### src/rtl/mac_acc_pkg.sv
// Shared types and saturation helpers for the MAC partial-sum accumulator.
package mac_acc_pkg;

  localparam int MUL_RES_W = 18;
  // Storage width of a FIFO result entry; the top's OUT_W must not exceed it.
  localparam int PKG_OUT_W = 24;

  typedef struct packed {
    logic vld;
    logic first;
    logic last;
  } pipe_tag_t;

  typedef struct packed {
    logic [PKG_OUT_W-1:0] dat;
    logic                 sat;
  } out_entry_t;

  // Clamp a value to the signed range of a w-bit number; clip reports clamping.
  function automatic logic signed [63:0] sat_to(input logic signed [63:0] v,
                                                input int w,
                                                output logic clip);
    logic signed [63:0] hi;
    logic signed [63:0] lo;
    hi = (64'sd1 <<< (w - 1)) - 64'sd1;
    lo = -hi - 64'sd1;
    if (v > hi) begin
      clip   = 1'b1;
      sat_to = hi;
    end else if (v < lo) begin
      clip   = 1'b1;
      sat_to = lo;
    end else begin
      clip   = 1'b0;
      sat_to = v;
    end
  endfunction

  // Saturating add at w-bit signed limits (operands already sign-extended).
  function automatic logic signed [63:0] sat_add(input logic signed [63:0] a,
                                                 input logic signed [63:0] b,
                                                 input int w,
                                                 output logic clip);
    sat_add = sat_to(a + b, w, clip);
  endfunction

  // Clip an accumulator value to the w-bit signed output range.
  function automatic logic signed [63:0] clip_to(input logic signed [63:0] v,
                                                 input int w,
                                                 output logic clip);
    clip_to = sat_to(v, w, clip);
  endfunction

endpackage

### src/rtl/mac_acc_fifo.sv
// Small synchronous FIFO of finished dot-product results with occupancy count.
module mac_acc_fifo
  import mac_acc_pkg::*;
#(
  parameter int DEPTH = 2,
  parameter int CNT_W = $clog2(DEPTH + 1)
) (
  input  logic             clk,
  input  logic             rst_n,
  input  logic             push,
  input  out_entry_t       push_ent,
  input  logic             pop,
  output out_entry_t       head,
  output logic [CNT_W-1:0] count
);

  localparam int PTR_W = (DEPTH > 1) ? $clog2(DEPTH) : 1;

  out_entry_t       mem_r [DEPTH];
  logic [PTR_W-1:0] wr_ptr_r;
  logic [PTR_W-1:0] rd_ptr_r;
  logic [CNT_W-1:0] count_r;
  logic [CNT_W-1:0] count_nxt_s;
  logic             push_ok_s;
  logic             pop_ok_s;

  function automatic logic [PTR_W-1:0] ptr_inc(input logic [PTR_W-1:0] p);
    if (p == PTR_W'(DEPTH - 1)) begin
      ptr_inc = '0;
    end else begin
      ptr_inc = p + PTR_W'(1);
    end
  endfunction

  assign pop_ok_s  = pop && (count_r != '0);
  // A push into a full FIFO is only safe when the head leaves in the same cycle.
  assign push_ok_s = push && ((count_r < CNT_W'(DEPTH)) || pop_ok_s);
  assign head      = mem_r[rd_ptr_r];
  assign count     = count_r;

  // Next occupancy from the qualified push/pop pair
  always_comb begin
    count_nxt_s = count_r;
    case ({push_ok_s, pop_ok_s})
      2'b10:   count_nxt_s = count_r + CNT_W'(1);
      2'b01:   count_nxt_s = count_r - CNT_W'(1);
      default: count_nxt_s = count_r;
    endcase
  end

  // Storage, pointer and occupancy registers
  always_ff @(posedge clk or negedge rst_n) begin
    if (!rst_n) begin
      wr_ptr_r <= '0;
      rd_ptr_r <= '0;
      count_r  <= '0;
      for (int i = 0; i < DEPTH; i++) begin
        mem_r[i] <= '0;
      end
    end else begin
      if (push_ok_s) begin
        mem_r[wr_ptr_r] <= push_ent;
        wr_ptr_r        <= ptr_inc(wr_ptr_r);
      end
      if (pop_ok_s) begin
        rd_ptr_r <= ptr_inc(rd_ptr_r);
      end
      count_r <= count_nxt_s;
    end
  end

endmodule

### src/rtl/mac_psum_acc.sv
// Dot-product accumulator behind the fixed-latency multiplier, with credit flow control.
module mac_psum_acc
  import mac_acc_pkg::*;
#(
  parameter int MUL_LAT   = 4,
  parameter int ACC_W     = 32,
  parameter int OUT_W     = 24,
  parameter int OUT_DEPTH = 2
) (
  input  logic                        clk,
  input  logic                        rst_n,
  input  logic                        in_vld,
  input  logic                        in_last,
  output logic                        in_rdy,
  input  logic signed [MUL_RES_W-1:0] mul_res,
  output logic                        out_vld,
  input  logic                        out_rdy,
  output logic signed [OUT_W-1:0]     out_dat,
  output logic                        out_sat
);

  localparam int CNT_W = $clog2(OUT_DEPTH + 1);

  pipe_tag_t               tag_r [MUL_LAT];
  pipe_tag_t               tag_in_s;
  pipe_tag_t               tag_d_s;
  logic                    acc_issue_s;
  logic                    first_s;
  logic                    in_vec_r;
  logic                    in_vec_nxt_s;
  logic                    in_rdy_r;
  logic [CNT_W-1:0]        reserved_r;
  logic [CNT_W-1:0]        reserved_nxt_s;
  logic signed [ACC_W-1:0] acc_r;
  logic signed [ACC_W-1:0] acc_nxt_s;
  logic signed [ACC_W-1:0] acc_sum_s;
  logic                    ovf_r;
  logic                    ovf_nxt_s;
  logic                    add_clip_s;
  logic                    out_clip_s;
  logic                    push_s;
  logic                    pop_s;
  out_entry_t              push_ent_s;
  out_entry_t              head_s;
  logic [CNT_W-1:0]        fifo_cnt_s;

  assign acc_issue_s = in_vld && in_rdy_r;
  assign first_s     = acc_issue_s && !in_vec_r;
  assign tag_d_s     = tag_r[MUL_LAT-1];
  assign pop_s       = out_vld && out_rdy;
  assign in_rdy      = in_rdy_r;
  assign out_vld     = (fifo_cnt_s != '0);
  assign out_dat     = head_s.dat[OUT_W-1:0];
  assign out_sat     = head_s.sat;

  // Tag entering the delay line this cycle
  always_comb begin
    tag_in_s       = '0;
    tag_in_s.vld   = acc_issue_s;
    tag_in_s.first = first_s;
    tag_in_s.last  = acc_issue_s && in_last;
  end

  // Tag delay line, aligned so the last stage matches mul_res
  always_ff @(posedge clk or negedge rst_n) begin
    if (!rst_n) begin
      for (int i = 0; i < MUL_LAT; i++) begin
        tag_r[i] <= '0;
      end
    end else begin
      tag_r[0] <= tag_in_s;
      for (int i = 1; i < MUL_LAT; i++) begin
        tag_r[i] <= tag_r[i-1];
      end
    end
  end

  // Accumulate, sticky overflow and result formation for the push
  always_comb begin
    acc_nxt_s  = acc_r;
    ovf_nxt_s  = ovf_r;
    add_clip_s = 1'b0;
    out_clip_s = 1'b0;
    push_ent_s = '0;
    acc_sum_s  = ACC_W'(sat_add(64'(acc_r), 64'(mul_res), ACC_W, add_clip_s));
    if (tag_d_s.vld) begin
      if (tag_d_s.first) begin
        acc_nxt_s = ACC_W'(mul_res);
        ovf_nxt_s = 1'b0;
      end else begin
        acc_nxt_s = acc_sum_s;
        ovf_nxt_s = ovf_r || add_clip_s;
      end
    end else begin
      acc_nxt_s = acc_r;
      ovf_nxt_s = ovf_r;
    end
    push_s         = tag_d_s.vld && tag_d_s.last;
    push_ent_s.dat = PKG_OUT_W'(clip_to(64'(acc_nxt_s), OUT_W, out_clip_s));
    push_ent_s.sat = ovf_nxt_s || out_clip_s;
  end

  // Accumulator and sticky overflow registers
  always_ff @(posedge clk or negedge rst_n) begin
    if (!rst_n) begin
      acc_r <= '0;
      ovf_r <= 1'b0;
    end else begin
      acc_r <= acc_nxt_s;
      ovf_r <= ovf_nxt_s;
    end
  end

  // Vector framing and credit bookkeeping for the next cycle
  always_comb begin
    in_vec_nxt_s   = in_vec_r;
    reserved_nxt_s = reserved_r;
    if (acc_issue_s) begin
      in_vec_nxt_s = !in_last;
    end else begin
      in_vec_nxt_s = in_vec_r;
    end
    if (first_s && !pop_s) begin
      reserved_nxt_s = reserved_r + CNT_W'(1);
    end else if (!first_s && pop_s) begin
      reserved_nxt_s = reserved_r - CNT_W'(1);
    end else begin
      reserved_nxt_s = reserved_r;
    end
  end

  // Framing, credit count and registered in_rdy (mid-vector terms never blocked)
  always_ff @(posedge clk or negedge rst_n) begin
    if (!rst_n) begin
      in_vec_r   <= 1'b0;
      reserved_r <= '0;
      in_rdy_r   <= 1'b1;
    end else begin
      in_vec_r   <= in_vec_nxt_s;
      reserved_r <= reserved_nxt_s;
      in_rdy_r   <= in_vec_nxt_s || (reserved_nxt_s < CNT_W'(OUT_DEPTH));
    end
  end

  mac_acc_fifo #(
    .DEPTH (OUT_DEPTH),
    .CNT_W (CNT_W)
  ) u_fifo (
    .clk      (clk),
    .rst_n    (rst_n),
    .push     (push_s),
    .push_ent (push_ent_s),
    .pop      (pop_s),
    .head     (head_s),
    .count    (fifo_cnt_s)
  );

endmodule

### config.mk
export PLATFORM = sky130hd
export DESIGN_NAME = mac_psum_acc
export DESIGN_NICKNAME = d
export VERILOG_FILES = /design/src/rtl/mac_acc_pkg.sv /design/src/rtl/mac_acc_fifo.sv /design/src/rtl/mac_psum_acc.sv
export SDC_FILE = /design/constraint.sdc
export NUM_CORES = 1
export LEC_CHECK = 0
export ABC_AREA = 0
export CORE_MARGIN = 10
export CORE_UTILIZATION = 65
export CTS_CLUSTER_DIAMETER = 80
export DETAILED_ROUTE_END_ITERATION = 10
export PLACE_DENSITY_LB_ADDON = 0.25
export RECOVER_POWER = 25
export SYNTH_ARGS = -nofsm -noshare
export SYNTH_HDL_FRONTEND = slang
export SYNTH_SLANG_ARGS = --single-unit
### constraint.sdc
create_clock -name clk -period 8.44 [get_ports clk]
set_clock_uncertainty 0.1 [all_clocks]
set_input_delay 1.688 -clock clk [delete_from_list [all_inputs] [get_ports clk]]
set_output_delay 1.688 -clock clk [all_outputs]
set_load 0.02 [all_outputs]
; ---- Word-level counts from Yosys, hierarchy flattened
; Index checks and enable logic that the tools add are counted.
[op_classes]
add_sub_neg = 7
n_lt_le_gt_ge = 9
eq_ne = 2
muxes = 24
n_bitwise = 2
n_reduce_logical = 20
[ops]
columns = operator, count
row1 = 2-to-1 mux 32 bit, 4
row2 = 2-to-1 mux 25 bit, 4
row3 = bitwise mux 50 bit, 1
row4 = 2-to-1 mux 24 bit, 2
row5 = adder 32 x 18 -> 33 bit, 1
row6 = "greater-than comparator 33 x 32 -> 1 bit, second input constant", 1
row7 = "less-than comparator 33 x 32 -> 1 bit, second input constant", 1
row8 = "greater-than comparator 32 x 24 -> 1 bit, second input constant", 1
row9 = "less-than comparator 32 x 24 -> 1 bit, second input constant", 1
row10 = demux 25 bit (select 1 bit), 1
row11 = logical AND 1 bit, 10
row12 = 2-to-1 mux 1 bit, 9
row13 = "adder 2 x 1 -> 2 bit, second input constant", 2
row14 = "greater-or-equal comparator 2 bit, second input constant", 2
row15 = zero test 1 bit, 4
row16 = logical OR 1 bit, 4
row17 = "less-than comparator 2 bit, second input constant", 2
row18 = 2-to-1 mux 2 bit, 2
row19 = NOT 1 -> 2 bit, 2
row20 = one-hot mux 2 bit (2 select lines), 1
row21 = nonzero test 2 bit, 2
row22 = "subtractor 2 x 1 -> 2 bit, second input constant", 2
row23 = "adder 1 bit, second input constant", 2
row24 = "== test 2 x 1 -> 1 bit, second input constant", 1
row25 = other kinds (2), 2
[word_totals]
regBits = 103
in_bits = 23
out_inout_bits = 27
wordCells = 88

; ---- Logic depth before layout (Yosys ltp)
; Gate-level depths: netlist of the first run.
[logic_depth]
depth_word = 11
mapped_depth = 16
ltp_nobuf = 15

; ---- Hierarchy
; From an unflattened synthesis of the first run, not the netlist that was laid out.
[hier_totals]
hier_cells = 727
hier_area_um2 = 7043.0
[modules_own_cells]
columns = mod, n_inst, cells_per_inst, area_each_um2, seq_area_each_um2
row1 = mac_psum_acc, 1, 577, 4504.3, 1227.4
row2 = mac_acc_fifo, 1, 150, 2538.7, 1351.3

; ---- Worst setup path before layout of the first run
; No wires, ideal clock.
[synth_timing]
path_kind = input to register
startpoint = input port mul_res[0]
endpoint = register u_fifo.mem_r[25] in the netlist's numbering
setup_time_ns = 0.123
arrival_time_ns = 4.467
required_ns = 8.217
slack_ns = 3.750
stages = 13
path_buffers = 0
cell_sequence = ha_1 > inv_1 > fa_1 > nand2b_1 > a21o_1 > a211o_1 > a31oi_1 > a21oi_1 > xnor2_1 > nor4_1 > a22oi_2 > or4b_1 > o221a_2
[synth_via]
elab_chain_len = 11
elab_cells_between_ends = 18
classes_between = 1 x add/sub / 4 x order compare / 11 x mux / 2 x reduce/logical
[synth_rtl]
columns = item, line
row1 = start: declaration, mac_psum_acc.sv:15  ; input logic signed [MUL_RES_W-1:0] mul_res,
row2 = adder 32 x 18 -> 33 bit, mac_acc_pkg.sv:44  ; sat_add = sat_to(a + b, w, clip);
row3 = less-than comparator 33 x 32 -> 1 bit, mac_acc_pkg.sv:30  ; end else if (v < lo) begin
row4 = 2-to-1 mux 32 bit, mac_acc_pkg.sv:30
row5 = 2-to-1 mux 32 bit, mac_acc_pkg.sv:27  ; if (v > hi) begin
row6 = 2-to-1 mux 32 bit, mac_psum_acc.sv:87  ; if (tag_d_s.first) begin
row7 = 2-to-1 mux 32 bit, mac_psum_acc.sv:86  ; if (tag_d_s.vld) begin
row8 = less-than comparator 32 x 24 -> 1 bit, mac_acc_pkg.sv:30
row9 = 2-to-1 mux 1 bit, mac_acc_pkg.sv:30
row10 = 2-to-1 mux 1 bit, mac_acc_pkg.sv:27
row11 = logical OR 1 bit *, mac_psum_acc.sv:100  ; push_ent_s.sat = ovf_nxt_s || out_clip_s;
row12 = bitwise mux 50 bit *, mac_acc_fifo.sv:62  ; mem_r[wr_ptr_r] <= push_ent;
row13 = end signal: indexed assignment, mac_acc_fifo.sv:62
row14 = end: declaration, mac_acc_fifo.sv:19  ; out_entry_t mem_r [DEPTH];
; Mark *: on every way between the ends. The rest lies on a longest branch, timed or not.
; A chain may end at the register's enable or synchronous reset.

; ---- Worst setup path in the final report of the first run
[layout_timing]
startpoint = input port mul_res[17]
endpoint = register u_fifo.mem_r[13] in the netlist's numbering
[layout_via]
elab_chain_len = 10
elab_cells_between_ends = 12
classes_between = 1 x add/sub / 4 x order compare / 7 x mux
[layout_rtl]
columns = item, line
row1 = adder 32 x 18 -> 33 bit, mac_acc_pkg.sv:44
row2 = less-than comparator 33 x 32 -> 1 bit, mac_acc_pkg.sv:30
row3 = 2-to-1 mux 32 bit, mac_acc_pkg.sv:30
row4 = 2-to-1 mux 32 bit, mac_acc_pkg.sv:27
row5 = 2-to-1 mux 32 bit *, mac_psum_acc.sv:87
row6 = 2-to-1 mux 32 bit *, mac_psum_acc.sv:86
row7 = less-than comparator 32 x 24 -> 1 bit, mac_acc_pkg.sv:30
row8 = 2-to-1 mux 24 bit, mac_acc_pkg.sv:30
row9 = 2-to-1 mux 24 bit *, mac_acc_pkg.sv:27
row10 = bitwise mux 50 bit *, mac_acc_fifo.sv:62
; Marks and branches as above.

==> metrics.csv, run 1 <==
metric,value,unit
run_status,"finished, violations left",
violations,"capacitance limit, slew limit",
die_y,125,µm
grt_pass1_wl,32900,µm
cts_buffers,9,
worst-slew-pin-transition,3550,ps
cts-resized-gates,0,
viasPerCell,6.53,
diodes,0,
slowest_stage,o31ai_4,
reg2reg_from,acc_r[0],
synth_area,0.00719,mm²
cts-root-buf,clkbuf_8,
power_switching,1790,µW
gp_congestion,0.965,
synth.top_cell.area_share,0.355,
r2r_cells,13,
place_worst_setup_slack,1630,ps
period_share,0.763,
overflow,0,
vias,6224,
synth_edf_count,0,
pin_count,50,
critical_path.max_fanout,25,
die_area,0.0157,mm²
setup_viol,0,
synth_area_leaders,"dfrtp_1 35%, ha_1 6.1%, o211ai_2 6.1%",
grt_usage,0.252,
critPathKind,in2reg,
syn_inst,780,
crit_required,8650,ps
pwr-share-clk,0.088,
p_comb_frac,0.662,
reg2reg_slack,3840,ps
start_util,0.664,
end_kind,flop,
rsz0062_at_grt,false,
fin_cells,953,
worst_slack,2000,ps
drt_pass1_iterations,5,
max_freq,155,MHz
synthFlopType,dfrtp_1,
post_cts_buffers,0,
ys_ff_latch,103,
grt_max_degree,69,
htree_levels,3,
ctsHoldBuffers,0,
cellLeakagePower,0.00360,µW
syn2layout_area_growth,9.53,%
switching_share,0.500,
wl,20000,µm
p_per_area,455,mW/mm²
r2r_end,u_fifo.mem_r[13],
yosysUniqueCellTypes,82,
clock_latency,400,ps
numClockSinks,103,
drive_gt1_frac,0.159,
endpoint,u_fifo.mem_r[13],
hold_violations,0,
synth.avg_cell_area,9.22,µm²
slew_headroom,-1.36,
grt_pass1_vias,6370,
die_w,125,µm
drc,0,
cts_tree,done,
antenna_found_initial,0,
ir_drop,0.290,mV
cap_violations,2,
dp_hpwl,14400,µm
yosys.area.top_type,dfrtp_1,
yosys_warnings,0,
io_buffers,49,
drtIter0Drc,573,
place_inst,937,
crit_path_cell_trace,clkdlybuf4s50_1 -> ha_1 -> nand4_2 -> or4_4 -> nand2b_4 -> a211oi_4 -> o21ai_2 -> o31ai_4 -> a211oi_1 -> nor3_4 -> a31oi_4 -> o211ai_1,
clockBufferDepth,2,
slowest_delay,940,ps
async_flop_share,1.00,
crit_path_start_kind,primary input,
holdCritPathClass,reg2reg,
coreArea,0.0108,mm²
path_delay_family,compound AO/OA/AOI/OAI gates,
cp.depth,12,
antenna_left,0,
path_buf_inv,1,
routedWlPerCell,21.0,µm
critPathLaunch,mul_res[17],
fin_setup_tns,0,ps
synth_seq_area_share,0.358,
cp.arrival,6650,ps
rows,38,
nNetsFinal,867,
seqPwrFrac,0.250,
fin_crit,6440,ps
drv_slew,106,
synth_nets,839,
internal_power,1790,µW
clk_pin_slew,110,ps
==> Yosys cell counts (all sizes together), types with 2 or more instances <==
cell / count
a22oi: 3
nand4: 10
a211oi: 17
xnor2: 24
a31oi: 9
a21o: 11
clkbuf: 14
o22ai: 3
nand3: 11
a211o: 3
dfrtp: 102
o221ai: 3
nor3: 18
a21oi: 73
ha: 35
o21bai: 3
or2: 3
o21ai: 45
inv: 58
buf: 27
a221oi: 7
a41oi: 2
nor4: 5
nand2b: 5
mux2i: 4
and3: 3
or4b: 2
a31o: 2
o221a: 2
and2: 7
nand2: 110
o211ai: 53
nor2: 38
o21a: 5
xor2: 10
o2bb2ai: 2
o41ai: 3
o31ai: 5
mux2: 26
==> power groups by stage <==
| stage | registers [µW] | clock network (µW) | logic [µW] |
|---|---|---|---|
| final | 898 | 315 | 2370 |
| after global routing | 918 | 336 | 2590 |
| after CTS | 891 | 317 | 2350 |
| after detailed placement | 896 | 0 | 2330 |
| after global placement | 882 | 0 | 2260 |
| after floorplan | 822 | 0 | 1790 |
==> state kept, by name (all words and copies together) (netlist names) <==
register,flops
u_fifo.mem_r,50
acc_r,32
tag_r,9
tag_d_s,3
reserved_r,2
u_fifo.count,2
in_rdy,1
in_vec_r,1
ovf_r,1
u_fifo.rd_ptr_r,1
u_fifo.wr_ptr_r,1
==> metal layers <==
metal  vias to the layer above  share of wire  GRT usage  wire, µm
li1                       2869              -          -         -
met4                         0          0.030      0.110       608
met2                       262           0.48      0.407      9520
met5                         -              0          0         0
met3                        67          0.075     0.0608      1500
met1                      3026           0.42      0.316      8410
==> layout make-up <==
type / count / area [µm²]
fillers: 760 / 2960
well taps: 140 / 175
clock buffers: 9 / 124
repair buffers: 58 / 548
multi-input cells: 577 / 4160
clock inverters: 7 / 76.3
flip-flops and latches: 103 / 2580
inverters: 59 / 221
==> cell usage in the layout (no fill, tap or decap), types with 4 or more instances in the layout <==
cell | synthesis | routed
xnor2_1 | 24 | 24
nor2_1 | 37 | 37
a211oi_1 | 13 | 13
clkbuf_8 | 0 | 9
a21o_1 | 11 | 11
xor2_1 | 10 | 10
a21oi_1 | 71 | 71
nand2b_1 | 4 | 4
clkdlybuf4s50_1 | 0 | 46
buf_4 | 6 | 8
dfrtp_1 | 102 | 102
o211ai_1 | 18 | 18
mux2_2 | 26 | 26
a221oi_1 | 5 | 5
o21ai_2 | 4 | 4
nand4_1 | 9 | 9
and2_1 | 6 | 5
o211ai_2 | 35 | 35
nand3_1 | 11 | 11
a31oi_1 | 6 | 6
inv_1 | 56 | 56
ha_1 | 35 | 35
nand2_1 | 109 | 109
o21a_1 | 5 | 5
o21ai_0 | 38 | 38
nor3_1 | 17 | 17
==> per-stage QoR <==
stage / total power, µW / utilization / area [µm²] / hold slack, ps
6_report: 3580 / 0.727 / 7880 / 261
5_1_grt: 3840 / 0.727 / 7880 / 266
4_1_cts: 3560 / 0.727 / 7890 / 262
3_5_place_dp: 3230 / 0.709 / 7690 / 236
3_3_place_gp: 3150 / 0.709 / 7690 / 234
2_1_floorplan: 2610 / - / 7190 / 231
==> worst min path at each step <==
| stage | from | endpoint | slack [ps] | cells after the start |
|---|---|---|---|---|
| finish | tag_r[11] | tag_r[8] | 260 | 0 |
| floorplan | tag_r[3] | tag_d_s[0] | 230 | 0 |
| CTS | tag_r[9] | tag_r[6] | 260 | 0 |
| global placement | tag_r[10] | tag_r[7] | 230 | 0 |
| detailed placement | tag_r[9] | tag_r[6] | 240 | 0 |
| global route | tag_r[9] | tag_r[6] | 270 | 0 |
==> kinds of logic after synthesis <==
family | synth area share
compound gates | 0.281
xor+xnor | 0.0414
fa+ha+maj | 0.0651
buf+inv | 0.0656
flops | 0.358
mux | 0.0463
simple gates | 0.142
Power figures use the tool's default switching activity.
==> run 2: changes to the inputs <==
Settings changed: CORE_UTILIZATION 65 to 54.
Clock period 8.44 ns to 5.61 ns, I/O delays scaled along.
==> run 2 against run 1 <==
Compared with the run above:
- the run still ends with capacitance limit, slew limit left
- worst hold slack got worse by 11 ps
- critical path depth stayed put
- critical endpoint is now u_fifo.mem_r[4]
- utilization down 9.9 points
- register-to-register slack got worse by 2400 ps
- total power rose by 59%
- die area grew 17%
- critical path type unchanged
- final cell count grew 6.1%
- sequential power is 48% higher
==> metrics.csv, run 2 (same netlist as run 1, synthesis figures left out) <==
metric,value,unit,change
die_area,0.0183,mm²,+17%
largest_register,u_fifo.mem_r,,
start_util,0.548,,-0.116
slowest_delay,710,ps,-230 ps
place_worst_setup_slack,111,ps,-1520 ps
antenna_left,0,,unchanged
worst-slew-pin-transition,2970,ps,-579 ps
drive_gt1_frac,0.182,,+0.0234
multi_input_area,0.00416,mm²,unchanged
grt_max_degree,53,,-23%
holdCritPathClass,reg2reg,,
grt_pass1_vias,6497,,+2.0%
final_common_cell,nand2_1,,
cts-resized-gates,0,,unchanged
path_buf_inv,2,,+1
clock_latency,360,ps,-40 ps
die_y,135,µm,+8.2%
cts_buffers,9,,unchanged
fin_util,0.628,,-0.0988
antenna_found_initial,0,,unchanged
r2r_end,u_fifo.mem_r[4],,
hold_end,tag_r[4],,
path_delay_family,compound AO/OA/AOI/OAI gates,,
diodes,0,,unchanged
r2r_cells,11,,-2
vias,6206,,-0.29%
cts_tree,done,,
nNetsFinal,889,,+2.5%
whs,250,ps,-10.9 ps
grt_pass1_wl,33800,µm,+2.7%
largest_register_ffs,50,,unchanged
routedWlPerCell,20.5,µm,-2.5%
top_regs,"u_fifo.mem_r: 50 flops, acc_r: 32 flops, tag_r: 9 flops",,
layout_common_cells,"109 x nand2_1, 102 x dfrtp_1, 71 x a21oi_1, 56 x inv_1, 48 x clkdlybuf4s50_1",,
wl,20700,µm,+3.4%
pin_count,50,,unchanged
coreArea,0.0131,mm²,+21%
slew_headroom,-0.978,,+0.386
cts-root-buf,clkbuf_16,,
io_buffers,49,,unchanged
crit_path_start_kind,primary input,,
worstHoldStart,tag_r[7],,
cellLeakagePower,0.00379,µW,+5.1%
max_freq,193,MHz,
viasPerCell,6.14,,-6.0%
place_inst,995,,+6.2%
dp_hpwl,15600,µm,+8.3%
setup_viol,0,,unchanged
crit_required,5730,ps,-2920 ps
reg2reg_from,acc_r[6],,
post_cts_buffers,0,,unchanged
run_status,"finished, violations left",,
rows,42,,+11%
ctsHoldBuffers,0,,unchanged
violations,"capacitance limit, slew limit",,
critical_path.max_fanout,15,,-40%
fillCellCount,1127,,+48%
syn2layout_area_growth,14.7,%,
drv_slew,53,,-50%
rsz0062_at_grt,false,,
drc,0,,unchanged
clk_pin_slew,80,ps,-30 ps
fin_crit,5180,ps,
overflow,0,,unchanged
numClockSinks,103,,unchanged
end_kind,flop,,
drt_pass1_iterations,5,,unchanged
slowest_stage,clkdlybuf4s50_1,,
htree_levels,3,,unchanged
ir_drop,0.359,mV,+24%
cp.arrival,5300,ps,-1350 ps
drtIter0Drc,606,,+5.8%
fin_cells,1011,,+6.1%
crit_path_cell_trace,clkdlybuf4s50_1 -> buf_4 -> ha_1 -> nand2_1 -> nor3_1 -> o211ai_1 -> o221ai_1 -> o31ai_4 -> nor2_2 -> a221oi_1 -> a21oi_1 -> o211ai_2,,
seq_area,0.00258,mm²,unchanged
worst_slack,432,ps,-1570 ps
clockBufferDepth,2,,unchanged
die_w,135,µm,+8.2%
min_path_cells,0,,unchanged
critPathKind,in2reg,,
fin_setup_tns,0,ps,unchanged
p_per_area,690,mW/mm²,+52%
gp_congestion,0.904,,-6.3%
grt_usage,0.229,,-0.0235
period_share,0.923,,
reg2reg_slack,1480,ps,-2360 ps
cap_violations,1,,-1
hold_violations,0,,unchanged
run 2: worst register-to-register path, stage by stage (launching register included):
cell and delay [ps]:
dfrtp_1 390, ha_1 370, a21oi_1 340, o211ai_1 240, a211oi_2 450, o221ai_1 340, o21ai_2 240, o31ai_4 190
nor2_2 660, a221oi_1 180, a21oi_1 360, o211ai_2 150
run 2: worst max path at each step:
stage | from | end | depth (start not counted)
3_3_place_gp | mul_res[17] | u_fifo.mem_r[9] | 12
2_1_floorplan | mul_res[0] | u_fifo.mem_r[25] | 13
4_1_cts | mul_res[17] | u_fifo.mem_r[42] | 15
3_5_place_dp | mul_res[17] | u_fifo.mem_r[32] | 15
5_1_grt | mul_res[17] | u_fifo.mem_r[27] | 16
6_report | mul_res[17] | u_fifo.mem_r[4] | 12
run 2: metrics by stage:
step	power, µW	area, µm²
floorplan	3920	7190
global placement	4910	7930
detailed placement	4980	7930
CTS	5690	8250
global route	6120	8250
finish	5690	8250
run 2: area by class of cell:
cell class / count / area share
Clock buffer: 9 / 0.0273
Clock inverter: 7 / 0.0115
Inverter: 59 / 0.0268
Multi-Input combinational cell: 577 / 0.504
Sequential cell: 103 / 0.313
Tap cell: 176 / 0.0267
Timing Repair Buffer: 80 / 0.0914
run 2: routing by layer:
layer	track usage	share of wire	vias to the layer above
met1	0.294	0.44	3054
met2	0.381	0.49	194
met3	0.0438	0.050	31
met5	0	0	-
li1	-	-	2927
met4	0.0694	0.020	0
run 2: power breakdown:
group / internal, µW / switching [µW] / total, µW
clock: 360 / 312 / 673
combinational: 1510 / 2180 / 3690
sequential: 1080 / 249 / 1330
